`src/rtl/ndma_read_mgr_if.sv`:
```
// OBI bus bundle shared by the NanoDMA read/write managers and their subordinates.
// Manager drives the address phase and rready; subordinate drives gnt and the response.
interface OBI_BUS;
    logic        req;
    logic        gnt;
    logic [31:0] addr;
    logic        we;
    logic [3:0]  be;
    logic [31:0] wdata;
    logic        aid;
    logic        a_optional;
    logic        reqpar;
    logic        rvalid;
    logic        rready;
    logic [31:0] rdata;
    logic        err;
    logic        rreadypar;

    modport Manager (
        output req, addr, we, be, wdata, aid, a_optional, reqpar, rready, rreadypar,
        input  gnt, rvalid, rdata, err
    );

    modport Subordinate (
        input  req, addr, we, be, wdata, aid, a_optional, reqpar, rready, rreadypar,
        output gnt, rvalid, rdata, err
    );
endinterface

```
`src/rtl/ndma_read_mgr.sv`:
```
// NanoDMA read-side OBI manager: credit-limited read issue with an in-order response FIFO.
// Credits cover pending address phase, outstanding reads and buffered data, so rready stays high.
module ndma_read_mgr #(
    parameter int BUF_DEPTH = 2
) (
    input  logic        clk_i,
    input  logic        rst_i,
    input  logic        req_i,
    input  logic [31:0] addr_i,
    output logic        req_ready_o,
    output logic        rvalid_o,
    output logic [31:0] rdata_o,
    output logic        rerr_o,
    input  logic        rready_i,
    output logic        busy_o,
    OBI_BUS.Manager     read_mgr
);

    localparam int CW = $clog2(BUF_DEPTH) + 1;
    localparam int PW = (BUF_DEPTH > 1) ? $clog2(BUF_DEPTH) : 1;

    // state  | meaning
    // S_IDLE | no address phase pending
    // S_REQ  | address phase on the bus, waiting for gnt
    typedef enum logic {S_IDLE, S_REQ} state_e;

    state_e          state_q, state_d;
    logic [31:0]     addr_q, addr_d;
    logic [CW-1:0]   credits_q, credits_d;
    logic [CW-1:0]   count_q, count_d;
    logic [PW-1:0]   rptr_q, rptr_d;
    logic [PW-1:0]   wptr_q, wptr_d;
    logic [32:0]     mem_q [BUF_DEPTH];

    logic accept, push, pop, empty, full;

    assign empty       = (count_q == '0);
    assign full        = (count_q == CW'(BUF_DEPTH));
    assign push        = read_mgr.rvalid;
    assign pop         = !empty && rready_i;
    assign req_ready_o = (credits_q < CW'(BUF_DEPTH)) &&
                         ((state_q == S_IDLE) || read_mgr.gnt);
    assign accept      = req_i && req_ready_o;

    always_ff @(posedge clk_i or posedge rst_i) begin
        if (rst_i) begin
            state_q <= S_IDLE;
        end else begin
            state_q <= state_d;
        end
    end

    always_comb begin
        state_d = state_q;
        case (state_q)
            S_IDLE:  if (accept) state_d = S_REQ;
            S_REQ:   if (read_mgr.gnt && !accept) state_d = S_IDLE;
            default: state_d = S_IDLE;
        endcase
    end

    always_comb begin
        read_mgr.req  = (state_q == S_REQ);
        read_mgr.addr = addr_q;
    end

    assign read_mgr.we         = 1'b0;
    assign read_mgr.be         = 4'hF;
    assign read_mgr.wdata      = '0;
    assign read_mgr.aid        = 1'b0;
    assign read_mgr.a_optional = 1'b0;
    assign read_mgr.reqpar     = 1'b0;
    assign read_mgr.rready     = 1'b1;
    assign read_mgr.rreadypar  = 1'b0;

    always_comb begin
        addr_d    = accept ? {addr_i[31:2], 2'b00} : addr_q;
        credits_d = credits_q;
        if (accept && !pop) credits_d = credits_q + CW'(1);
        else if (!accept && pop) credits_d = credits_q - CW'(1);
        count_d = count_q;
        if (push && !pop) count_d = count_q + CW'(1);
        else if (!push && pop) count_d = count_q - CW'(1);
        wptr_d = wptr_q;
        if (push) wptr_d = (wptr_q == PW'(BUF_DEPTH - 1)) ? '0 : wptr_q + PW'(1);
        rptr_d = rptr_q;
        if (pop) rptr_d = (rptr_q == PW'(BUF_DEPTH - 1)) ? '0 : rptr_q + PW'(1);
    end

    always_ff @(posedge clk_i or posedge rst_i) begin
        if (rst_i) begin
            addr_q    <= '0;
            credits_q <= '0;
            count_q   <= '0;
            wptr_q    <= '0;
            rptr_q    <= '0;
        end else begin
            addr_q    <= addr_d;
            credits_q <= credits_d;
            count_q   <= count_d;
            wptr_q    <= wptr_d;
            rptr_q    <= rptr_d;
        end
    end

    // Storage needs no reset; the head is masked while the FIFO is empty.
    always_ff @(posedge clk_i) begin
        if (push) mem_q[wptr_q] <= {read_mgr.err, read_mgr.rdata};
    end

    assign rvalid_o = !empty;
    assign rdata_o  = empty ? 32'h0 : mem_q[rptr_q][31:0];
    assign rerr_o   = empty ? 1'b0  : mem_q[rptr_q][32];
    assign busy_o   = (credits_q != '0);

    a_no_push_when_full: assert property (@(posedge clk_i) disable iff (rst_i) !(push && full));

endmodule
```
`src/flat_wrapper.sv`:
```
// flat-port wrapper written by rule: the top's interface ports become plain ports
module ndma_read_mgr_flat 
#(
    parameter int BUF_DEPTH = 2
)
  (clk_i, rst_i, req_i, addr_i, req_ready_o, rvalid_o, rdata_o, rerr_o, rready_i, busy_o, read_mgr_req, read_mgr_addr, read_mgr_we, read_mgr_be, read_mgr_wdata, read_mgr_aid, read_mgr_a_optional, read_mgr_reqpar, read_mgr_rready, read_mgr_rreadypar, read_mgr_gnt, read_mgr_rvalid, read_mgr_rdata, read_mgr_err);
  OBI_BUS read_mgr_i ();
  input  logic clk_i;
  input  logic rst_i;
  input  logic req_i;
  input  logic [31:0] addr_i;
  output logic req_ready_o;
  output logic rvalid_o;
  output logic [31:0] rdata_o;
  output logic rerr_o;
  input  logic rready_i;
  output logic busy_o;
  output wire logic [$bits(read_mgr_i.req)-1:0] read_mgr_req;
  output wire logic [$bits(read_mgr_i.addr)-1:0] read_mgr_addr;
  output wire logic [$bits(read_mgr_i.we)-1:0] read_mgr_we;
  output wire logic [$bits(read_mgr_i.be)-1:0] read_mgr_be;
  output wire logic [$bits(read_mgr_i.wdata)-1:0] read_mgr_wdata;
  output wire logic [$bits(read_mgr_i.aid)-1:0] read_mgr_aid;
  output wire logic [$bits(read_mgr_i.a_optional)-1:0] read_mgr_a_optional;
  output wire logic [$bits(read_mgr_i.reqpar)-1:0] read_mgr_reqpar;
  output wire logic [$bits(read_mgr_i.rready)-1:0] read_mgr_rready;
  output wire logic [$bits(read_mgr_i.rreadypar)-1:0] read_mgr_rreadypar;
  input wire logic [$bits(read_mgr_i.gnt)-1:0] read_mgr_gnt;
  input wire logic [$bits(read_mgr_i.rvalid)-1:0] read_mgr_rvalid;
  input wire logic [$bits(read_mgr_i.rdata)-1:0] read_mgr_rdata;
  input wire logic [$bits(read_mgr_i.err)-1:0] read_mgr_err;
  assign read_mgr_req = read_mgr_i.req;
  assign read_mgr_addr = read_mgr_i.addr;
  assign read_mgr_we = read_mgr_i.we;
  assign read_mgr_be = read_mgr_i.be;
  assign read_mgr_wdata = read_mgr_i.wdata;
  assign read_mgr_aid = read_mgr_i.aid;
  assign read_mgr_a_optional = read_mgr_i.a_optional;
  assign read_mgr_reqpar = read_mgr_i.reqpar;
  assign read_mgr_rready = read_mgr_i.rready;
  assign read_mgr_rreadypar = read_mgr_i.rreadypar;
  assign read_mgr_i.gnt = read_mgr_gnt;
  assign read_mgr_i.rvalid = read_mgr_rvalid;
  assign read_mgr_i.rdata = read_mgr_rdata;
  assign read_mgr_i.err = read_mgr_err;
  ndma_read_mgr #(.BUF_DEPTH(BUF_DEPTH)) u_core (.clk_i(clk_i), .rst_i(rst_i), .req_i(req_i), .addr_i(addr_i), .req_ready_o(req_ready_o), .rvalid_o(rvalid_o), .rdata_o(rdata_o), .rerr_o(rerr_o), .rready_i(rready_i), .busy_o(busy_o), .read_mgr(read_mgr_i));
endmodule
```
`config.mk`:
```
export PLATFORM = sky130hd
export DESIGN_NAME = ndma_read_mgr_flat
export DESIGN_NICKNAME = d
export VERILOG_FILES = /design/src/rtl/ndma_read_mgr_if.sv /design/src/rtl/ndma_read_mgr.sv /design/src/flat_wrapper.sv
export SDC_FILE = /design/constraint.sdc
export NUM_CORES = 1
export LEC_CHECK = 0
export BUFFER_PORTS_ARGS = -buffer_cell sky130_fd_sc_hd__buf_2
export CORE_MARGIN = 2
export CORE_UTILIZATION = 50
export CTS_BUF_LIST = sky130_fd_sc_hd__clkbuf_8
export DETAILED_ROUTE_END_ITERATION = 7
export GPL_ROUTABILITY_DRIVEN = 0
export PLACE_DENSITY = 0.85
export REMOVE_ABC_BUFFERS = 1
export SLEW_MARGIN = 10
export SYNTH_ARGS = -nofsm -noshare
export SYNTH_HDL_FRONTEND = slang
export SYNTH_SLANG_ARGS = --single-unit
```
`constraint.sdc`:
```
create_clock -name clk_i -period 2.6 [get_ports clk_i]
set_input_delay 0.26 -clock clk_i [delete_from_list [all_inputs] [get_ports clk_i]]
set_output_delay 0.26 -clock clk_i [all_outputs]
set_load 0.005 [all_outputs]
```
==> results of run 1 <==
## area by class of cell
type,instances,area (µm²)
Sequential cell,103,2910
Clock buffer,9,124
Inverter,2,7.51
Multi-Input combinational cell,162,1260
Clock inverter,7,55.1
Tap cell,108,135
Fill cell,669,3420
Timing Repair Buffer,143,763
## power by group
group / switching, W / leakage (nW) / internal, W
combinational: 0.000939 / 1.33 / 0.00117
sequential: 0.000302 / 1.05 / 0.00228
clock: 0.000533 / 0.0973 / 0.000360
total: 0.00177 / 2.48 / 0.00381
## state kept, by name (all words and copies together), names as in the netlist
signal,flops
u_core.rptr_q,1
u_core.credits_q,2
u_core.read_mgr.addr,30
u_core.read_mgr.req,1
u_core.wptr_q,1
u_core.count_q,2
u_core.mem_q,66
## synthesized netlist by cell type, drive strengths merged
| cell type | instances |
|---|---|
| mux2 | 30 |
| mux2i | 33 |
| and2 | 1 |
| clkbuf | 2 |
| edfxtp | 66 |
| dfrtp | 37 |
| nand2b | 1 |
| nor2b | 2 |
| inv | 2 |
| xor2 | 5 |
| nand2 | 1 |
| or2 | 1 |
| or2b | 1 |
| ha | 2 |
| xnor2 | 3 |
| buf | 52 |
| nor2 | 38 |
| conb | 2 |
## kinds of logic (layout without fill, tap and decap cells)
kind of cell	Yosys count	after routing	synth area share
other cells	2	44	0.00169
fa+ha+maj	2	2	0.00563
mux	63	63	0.175
xor+xnor	8	8	0.0158
buf+inv	56	161	0.0985
flops	103	103	0.654
simple gates	45	45	0.0493
## metrics by stage
step,setup WS (ps),cells
finish,669,534
global route,499,534
CTS,622,534
detailed placement,885,517
global placement,920,517
floorplan,287,267
## cells in the final DEF, fill, tap and decap left out, types with 5 or more instances in the layout
cell,n
buf_2,135
buf_4,5
clkbuf_8,9
conb_1,44
dfrtp_1,36
edfxtp_1,66
mux2_4,29
mux2i_1,33
nor2_1,36
xor2_1,5
## worst max-delay path: cells and delay by family, from the launching register on
kind                   cells  cell delay [ps]
flip-flops                 1              660
multiplexers               1              210
AND/OR/NAND/NOR            1               70
buffers and inverters      2              390
## layer usage
layer | wire [µm] | GRT usage
met4 | 84 | 0.0601
met1 | 3360 | 0.214
met3 | 692 | 0.0444
met2 | 3560 | 0.253
met5 | 0 | 0
## how the worst max path moves through the flow
stage,start,end,slack (ps),cells past startpoint
2_1_floorplan,u_core.wptr_q$_DFFE_PP0P_,u_core.mem_q[0][0]$_DFFE_PP_,290,1
3_3_place_gp,u_core.credits_q[1]$_DFFE_PP0P_,u_core.read_mgr.addr[2]$_DFFE_PP0P_,920,4
3_5_place_dp,u_core.credits_q[1]$_DFFE_PP0P_,u_core.read_mgr.addr[27]$_DFFE_PP0P_,880,4
4_1_cts,u_core.rptr_q$_DFFE_PP0P_,rdata_o[15],620,4
5_1_grt,u_core.rptr_q$_DFFE_PP0P_,rdata_o[11],500,4
6_report,u_core.rptr_q$_DFFE_PP0P_,rdata_o[7],670,4
## repair_timing
action,in CTS,in global routing
buffers inserted,0,0
endpoints found under the hold margin,18,0
hold buffers,1,0
==> reports/metrics.cfg, run 1 <==
[floorplanning]
initial_utilization = 0.512
fp.dieArea_um2 = 9660
die_x_um = 98.3
ios = 182
rows = 34
core_area_um2 = 8680
die_h_um = 98.3

[critical_path]
ff2ff_path_depth = 4
cp_data_arrival_time_ps = 1670
endpoint_kind = primary output
worst_setup_path_start_kind = register
path_class = reg2out
rrSetupSlack_ps = 900
crit_chain = buf_12 -> mux2i_1 -> nor2_1 -> buf_2
worst-path-max-fanout = 21
slowest_stage = dfrtp_2
worstReg2RegEnd = u_core.read_mgr.addr[27]$_DFFE_PP0P_
worstPathRequired_ps = 2340
critical_path.max_stage_delay_ps = 660
reg2reg_from = u_core.credits_q[1]$_DFFE_PP0P_

[sta]
skew_ps = 14.5
drv_slew = 0
tns_ps = 0
fmax_mhz = 518
holdWs_ps = 90.6
fin_crit_ps = 1930
fin_crit_sh = 0.743
setup-violations-final = 0
rsz0062_at_grt = false
finalHoldViolations = 0
worstMarginPinSlew_ps = 593
relSlewSlack = 0.605

[detailed_routing]
drtIter0Drc = 34
vias = 2432
routed_wl_um = 7690
via_per_inst = 4.55
ant_nets = 0
dr.pass1.iters = 6
routedWlPerCell_um = 14.4
drc = 0

[synth]
yosysSeqAreaShare = 0.654
synth_top_area_frac = 0.446
ys_ff_latch = 103
yosys_warnings = 0
synth_area_leaders = edfxtp_1 (45%), dfrtp_1 (21%), mux2_4 (9.8%), buf_4 (7.9%), mux2i_1 (7.4%)
synth_area_leader_cell = edfxtp_1
synth_cells = 279
syn-cell-area_um2 = 4440
avgSynthCellArea_um2 = 15.9
synth_cell_type_count = 24

[clocking]
cts_buffers = 9
worstSkewPairLatency_ps = 350
clock_sinks = 103
cts_resized = 0
path_clk_slew_ps = 100
cts_tree = done
htree_levels = 3
clockBufferDepth = 2
cts-root-buf = clkbuf_8

[cells_and_area]
syn2layout_area_growth_pct = 18.3
final_core_util = 0.606
stdcell_area_um2 = 5260
final_nets = 494
drive_gt1_frac = 0.455
diodes = 0

[global_route]
grt_first_pass_wirelength_um = 11900
grt_max_degree = 38
antenna_found_initial = 0
grt_pass1_vias = 2383
track_usage = 0.160
grt_overflow = 0

[placement]
hpwl_um = 5700
dpl-instance-area_um2 = 5070
port_buffers = 135

[worst_hold_path]
hold_class = in2reg
worstHoldStart = read_mgr_rdata[1]
worstHoldPathCells = 1
hold_end = u_core.mem_q[1][1]$_DFFE_PP_

[outcome]
status = complete, no violations

[flow_run]
max_cap_violations = 0

[power]
leakage_nw = 2.48
worst_ir_drop_vdd_mv = 0.569
power.total_w = 0.00558
power_density_nw_per_um2 = 1060

(Power assumes the default switching activity.)
==> run 2: changes to the inputs <==
clock period = 2 ns   (was 2.6 ns; I/O delays follow)
==> run 2 against run 1 <==
Against the previous run: global-route usage increased by 0.062 points; sequential share of layout area decreased by 0.35 points; clock skew decreased by 8.8 ps; setup slack got worse by 390 ps; register-to-register slack got worse by 440 ps; total power increased by 33%; sequential cell count unchanged; highest routed layer unchanged.
==> reports/metrics.cfg, run 2 (synthesized netlist as in run 1, its figures left out) <==
[cells_and_area]
drive_gt1_frac = 0.454  ; -0.00107
syn2layout_area_growth_pct = 19.1
instances_no_fill = 535  ; +0.19%
final_common_cell = buf_2
mostFrequentLayoutCells = buf_2 (135), edfxtp_1 (66), conb_1 (44)
largest_reg_flops = 66  ; unchanged
regMostFlops = u_core.mem_q
final_nets = 495  ; +0.20%
stdcell_area_um2 = 5290  ; +0.64%
fillers = 688  ; +2.8%
diodes = 0  ; unchanged

[clocking]
worstSkewPairLatency_ps = 350  ; about the same
clock_sinks = 103  ; unchanged
cts-root-buf = clkbuf_8
cts_buffers = 9  ; unchanged
cts_hold_buf = 1  ; unchanged
htree_levels = 3  ; unchanged
clockBufferDepth = 2  ; unchanged
cts_tree = done
path_clk_slew_ps = 90  ; about the same
cts_resized = 0  ; unchanged
post_cts_buffers = 0  ; unchanged

[placement]
dpl-instance-area_um2 = 5060  ; about the same
place_inst = 518  ; +0.19%
hpwl_um = 5570  ; -2.2%
dp_slack_ps = 459  ; -426 ps
port_buffers = 135  ; unchanged

[sta]
fin_crit_ps = 1720
fin_crit_sh = 0.861
setup-violations-final = 0  ; unchanged
finalHoldViolations = 0  ; unchanged
rsz0062_at_grt = false
drv_slew = 0  ; unchanged
tns_ps = 0  ; unchanged
setup_ws_ps = 279  ; -390 ps
skew_ps = 5.72  ; -8.78 ps
fmax_mhz = 581
holdWs_ps = 33.8  ; -56.8 ps

[detailed_routing]
routedWlPerCell_um = 14.3  ; -0.59%
via_per_inst = 4.58  ; +0.59%
routed_wl_um = 7660  ; -0.40%
drc = 0  ; unchanged
ant_nets = 0  ; unchanged
vias = 2451  ; +0.78%
drtIter0Drc = 62  ; +82%
dr.pass1.iters = 4  ; -2

[worst_hold_path]
hold_class = in2reg

[flow_run]
max_cap_violations = 0  ; unchanged

[global_route]
grt_max_degree = 38  ; unchanged
track_usage = 0.161  ; +0.000625
grt_first_pass_wirelength_um = 11900  ; +0.12%
grt_overflow = 0  ; unchanged
grt_pass1_vias = 2411  ; +1.2%
antenna_found_initial = 0  ; unchanged

[power]
clkPwrFrac = 0.188  ; +0.028
p_sw_w = 0.00227  ; +28%
seq_power_share = 0.440  ; -0.022
comb_power_share = 0.372  ; -0.006
worst_ir_drop_vdd_mv = 0.696  ; +22%
switching_share = 0.305  ; -0.0124
power_density_nw_per_um2 = 1410  ; +33%
internal-power_w = 0.00517  ; +36%
leakage_nw = 2.49  ; +0.50%

[outcome]
status = complete, no violations

[critical_path]
worst-path-max-fanout = 21  ; unchanged
cp_data_arrival_time_ps = 1520  ; -150 ps
path_class = reg2out
rrSetupSlack_ps = 460  ; -440 ps
worstPathRequired_ps = 1800  ; -540 ps
endpoint_kind = primary output
worst_setup_path_start_kind = register

[floorplanning]
rows = 34  ; unchanged
core_area_um2 = 8680  ; unchanged
fp.dieArea_um2 = 9660  ; unchanged
die_h_um = 98.3  ; unchanged
ios = 182  ; unchanged
die_x_um = 98.3  ; unchanged
initial_utilization = 0.512  ; unchanged

run 2: cell types whose count changed in the layout (fill, tap and decap cells not counted):
cell       delta
buf_4         +2
bufinv_16     +2
clkinv_1      +2
clkinv_4      -2
buf_12        -1
clkinv_2      -1
inv_1         -1
inv_6         +1
inv_8         -1
run 2: power by group through the flow:
stage	logic (W)	registers (W)	clock network, W
after floorplan	0.00154	0.00342	0
after global placement	0.00279	0.00329	0
after detailed placement	0.00285	0.00330	0
after CTS	0.00285	0.00329	0.00144
after global routing	0.00306	0.00336	0.00152
final	0.00277	0.00328	0.00140
run 2: area by class of cell:
class / count / area [µm²] / area share
Clock buffer: 9 / 124 / 0.0234
Multi-Input combinational cell: 162 / 1260 / 0.239
Tap cell: 108 / 135 / 0.0255
Clock inverter: 7 / 93.8 / 0.0177
Inverter: 2 / 7.51 / 0.00142
Timing Repair Buffer: 144 / 758 / 0.143
Sequential cell: 103 / 2910 / 0.550
run 2: worst max-delay path, cell delays in order, from the launching register on:
cell,delay [ps]
dfrtp_2,370
buf_4,330
mux2i_1,280
nor2_1,50
buf_2,130
run 2: per-stage QoR:
| stage | utilization | total power [W] |
|---|---|---|
| floorplan | - | 0.00495 |
| global placement | 0.583 | 0.00607 |
| detailed placement | 0.583 | 0.00615 |
| CTS | 0.610 | 0.00757 |
| finish | 0.610 | 0.00745 |
| global route | 0.610 | 0.00794 |
run 2: per-layer routing:
metal / global-route usage / up-vias / part of all wire
met5: 0 / - / 0
met4: 0.0632 / 0 / 0.015
met3: 0.0465 / 10 / 0.10
met2: 0.271 / 150 / 0.48
met1: 0.196 / 1134 / 0.41
li1: - / 1157 / -
run 2: final timing paths:
path	from	end	depth (start not counted)
min	read_mgr_rdata[16]	u_core.mem_q[0][16]$_DFFE_PP_	1
max in group asynchronous	rst_i	u_core.rptr_q$_DFFE_PP0P_	4
max reg2reg	u_core.credits_q[1]$_DFFE_PP0P_	u_core.credits_q[1]$_DFFE_PP0P_	6
min in group asynchronous	rst_i	u_core.read_mgr.addr[21]$_DFFE_PP0P_	4
max	u_core.rptr_q$_DFFE_PP0P_	rdata_o[23]	4
min reg2reg	u_core.credits_q[0]$_DFFE_PP0P_	u_core.credits_q[0]$_DFFE_PP0P_	1
==> run 3: changes to the inputs <==
CELL_PAD_IN_SITES_DETAIL_PLACEMENT = 1   (was default)
CELL_PAD_IN_SITES_GLOBAL_PLACEMENT = 2   (was default)
CORE_UTILIZATION = 33   (was 50)
==> run 3 against run 2 <==
Against the previous run: core utilization fell by 19 points; combinational power rose by 4%; routed wire length rose by 19%; total power rose by 1.5%; largest cell class unchanged; critical endpoint is now rdata_o[16]; design area rose by 4.7%; first-iteration DRC count fell by 26%; die area rose by 49%; register-to-register slack improved by 70 ps; clock skew rose by 3.3 ps; sequential power rose by 2%; critical path depth did not move.
==> reports/metrics.cfg, run 3 (synthesized netlist as in run 1, its figures left out) <==
[placement]
port_buffers = 135  ; unchanged
hpwl_um = 6590  ; +18%
dpl-instance-area_um2 = 5190  ; +2.4%
place_inst = 587  ; +13%
dp_slack_ps = 510  ; +51.3 ps

[detailed_routing]
ant_nets = 0  ; unchanged
via_per_inst = 4.24  ; -7.5%
routed_wl_um = 9100  ; +19%
drtIter0Drc = 46  ; -26%
routedWlPerCell_um = 14.7  ; +2.9%
drc = 0  ; unchanged
vias = 2619  ; +6.9%
dr.pass1.iters = 4  ; unchanged

[clocking]
clock_sinks = 103  ; unchanged
path_clk_slew_ps = 90  ; about the same
cts-root-buf = clkbuf_8
cts_buffers = 9  ; unchanged
worstSkewPairLatency_ps = 370  ; +20 ps
htree_levels = 3  ; unchanged
clockBufferDepth = 2  ; unchanged
cts_tree = done

[sta]
drv_slew = 0  ; unchanged
fmax_mhz = 561  ; -3.4%
finalHoldViolations = 0  ; unchanged
setup_ws_ps = 218  ; -60.5 ps
tns_ps = 0  ; unchanged
fin_crit_ps = 1780  ; +60.5 ps
setup-violations-final = 0  ; unchanged
fin_crit_sh = 0.891  ; +0.0302
rsz0062_at_grt = false
skew_ps = 8.98  ; +3.26 ps

[power]
leakage_nw = 2.55  ; +2.4%
worst_ir_drop_vdd_mv = 0.573  ; -18%
power_density_nw_per_um2 = 1360  ; -3.1%

[worst_hold_path]
hold_class = in2reg
hold_end = u_core.mem_q[1][14]$_DFFE_PP_
worstHoldPathCells = 1  ; unchanged
worstHoldStart = read_mgr_rdata[14]

[cells_and_area]
final_core_util = 0.420  ; -0.190
instances_no_fill = 618  ; +16%
final_nets = 509  ; +2.8%
multi_input_area_um2 = 1270  ; +0.50%
final_common_cell = buf_2
mostFrequentLayoutCells = buf_2 (135), edfxtp_1 (66), conb_1 (44)
fillers = 1438  ; +110%
drive_gt1_frac = 0.449  ; -0.00535
regMostFlops = u_core.mem_q
largest_reg_flops = 66  ; unchanged
seqCellArea_um2 = 2910  ; about the same
stdcell_area_um2 = 5540  ; +4.7%
syn2layout_area_growth_pct = 24.6

[outcome]
status = complete, no violations

[floorplanning]
core_area_um2 = 13200  ; +52%
die_x_um = 120  ; +22%
ios = 182  ; unchanged
die_h_um = 120  ; +22%
fp.dieArea_um2 = 14400  ; +49%
initial_utilization = 0.337  ; -0.175
rows = 42  ; +24%

[global_route]
grt_first_pass_wirelength_um = 14000  ; +18%
antenna_found_initial = 2  ; +2
grt_pass1_vias = 2720  ; +13%
grt_overflow = 0  ; unchanged
grt_max_degree = 38  ; unchanged
track_usage = 0.129  ; -0.0321

[critical_path]
path_class = reg2out
endpoint_kind = primary output
ff2ff_path_depth = 6  ; unchanged
rrSetupSlack_ps = 530  ; +70 ps
worstPathRequired_ps = 1800  ; about the same
worst-path-max-fanout = 18  ; -14%
worstReg2RegEnd = u_core.count_q[1]$_DFFE_PP0P_
reg2reg_from = u_core.count_q[1]$_DFFE_PP0P_
worst_setup_path_start_kind = register
cp_data_arrival_time_ps = 1580  ; +60 ps

[flow_run]
max_cap_violations = 0  ; unchanged

[run 3: stage by stage]
stage          total power (W)  hold WS [ps]
6_report               0.00755          27.0
5_1_grt                0.00809         0.923
4_1_cts                0.00769         0.431
3_5_place_dp           0.00632           336
3_3_place_gp           0.00623           331
2_1_floorplan          0.00495           287
[run 3: critical path, stage by stage, from the launching register on]
cell and delay [ps]:
dfrtp_4 570, buf_12 220, mux2i_1 210, nor2_1 80
buf_2 140
[run 3: routing by layer]
metal	global-route usage	vias to the layer above	share of wire
met3	0.0613	15	0.12
li1	-	1193	-
met1	0.149	1254	0.39
met4	0.0478	2	0.017
met5	0	-	0.0013
met2	0.208	155	0.47
[run 3: timing repair]
item | in CTS | in global routing
hold buffers | 12 | 2
setup endpoints to repair | 0 | 1
endpoints found under the hold margin | 57 | 2
buffers inserted | 0 | 0
resized for setup | 0 | 1
[run 3: worst max path at each step]
stage	start	to	slack, ps	depth (start not counted)
3_5_place_dp	u_core.rptr_q$_DFFE_PP0P_	rdata_o[12]	510	4
6_report	u_core.rptr_q$_DFFE_PP0P_	rdata_o[16]	220	4
2_1_floorplan	u_core.wptr_q$_DFFE_PP0P_	u_core.mem_q[0][0]$_DFFE_PP_	-310	1
5_1_grt	u_core.rptr_q$_DFFE_PP0P_	rdata_o[12]	70	4
3_3_place_gp	u_core.rptr_q$_DFFE_PP0P_	rdata_o[12]	510	4
4_1_cts	u_core.rptr_q$_DFFE_PP0P_	rdata_o[12]	80	4
[run 3: area by class of cell]
class | count | share of cell area
multi-input combinational | 162 | 0.229
clock inverter | 7 | 0.0147
tap | 176 | 0.0398
timing repair buffer | 158 | 0.166
antenna | 1 | 0.000452
clock buffer | 9 | 0.0224
sequential | 103 | 0.526
inverter | 2 | 0.00136
[run 3: report_power, final]
group          internal (W)  total (W)  switching, W
Combinational       0.00157    0.00287       0.00130
Sequential          0.00297    0.00336      0.000395
Clock              0.000594    0.00132      0.000730
Total               0.00513    0.00755       0.00242
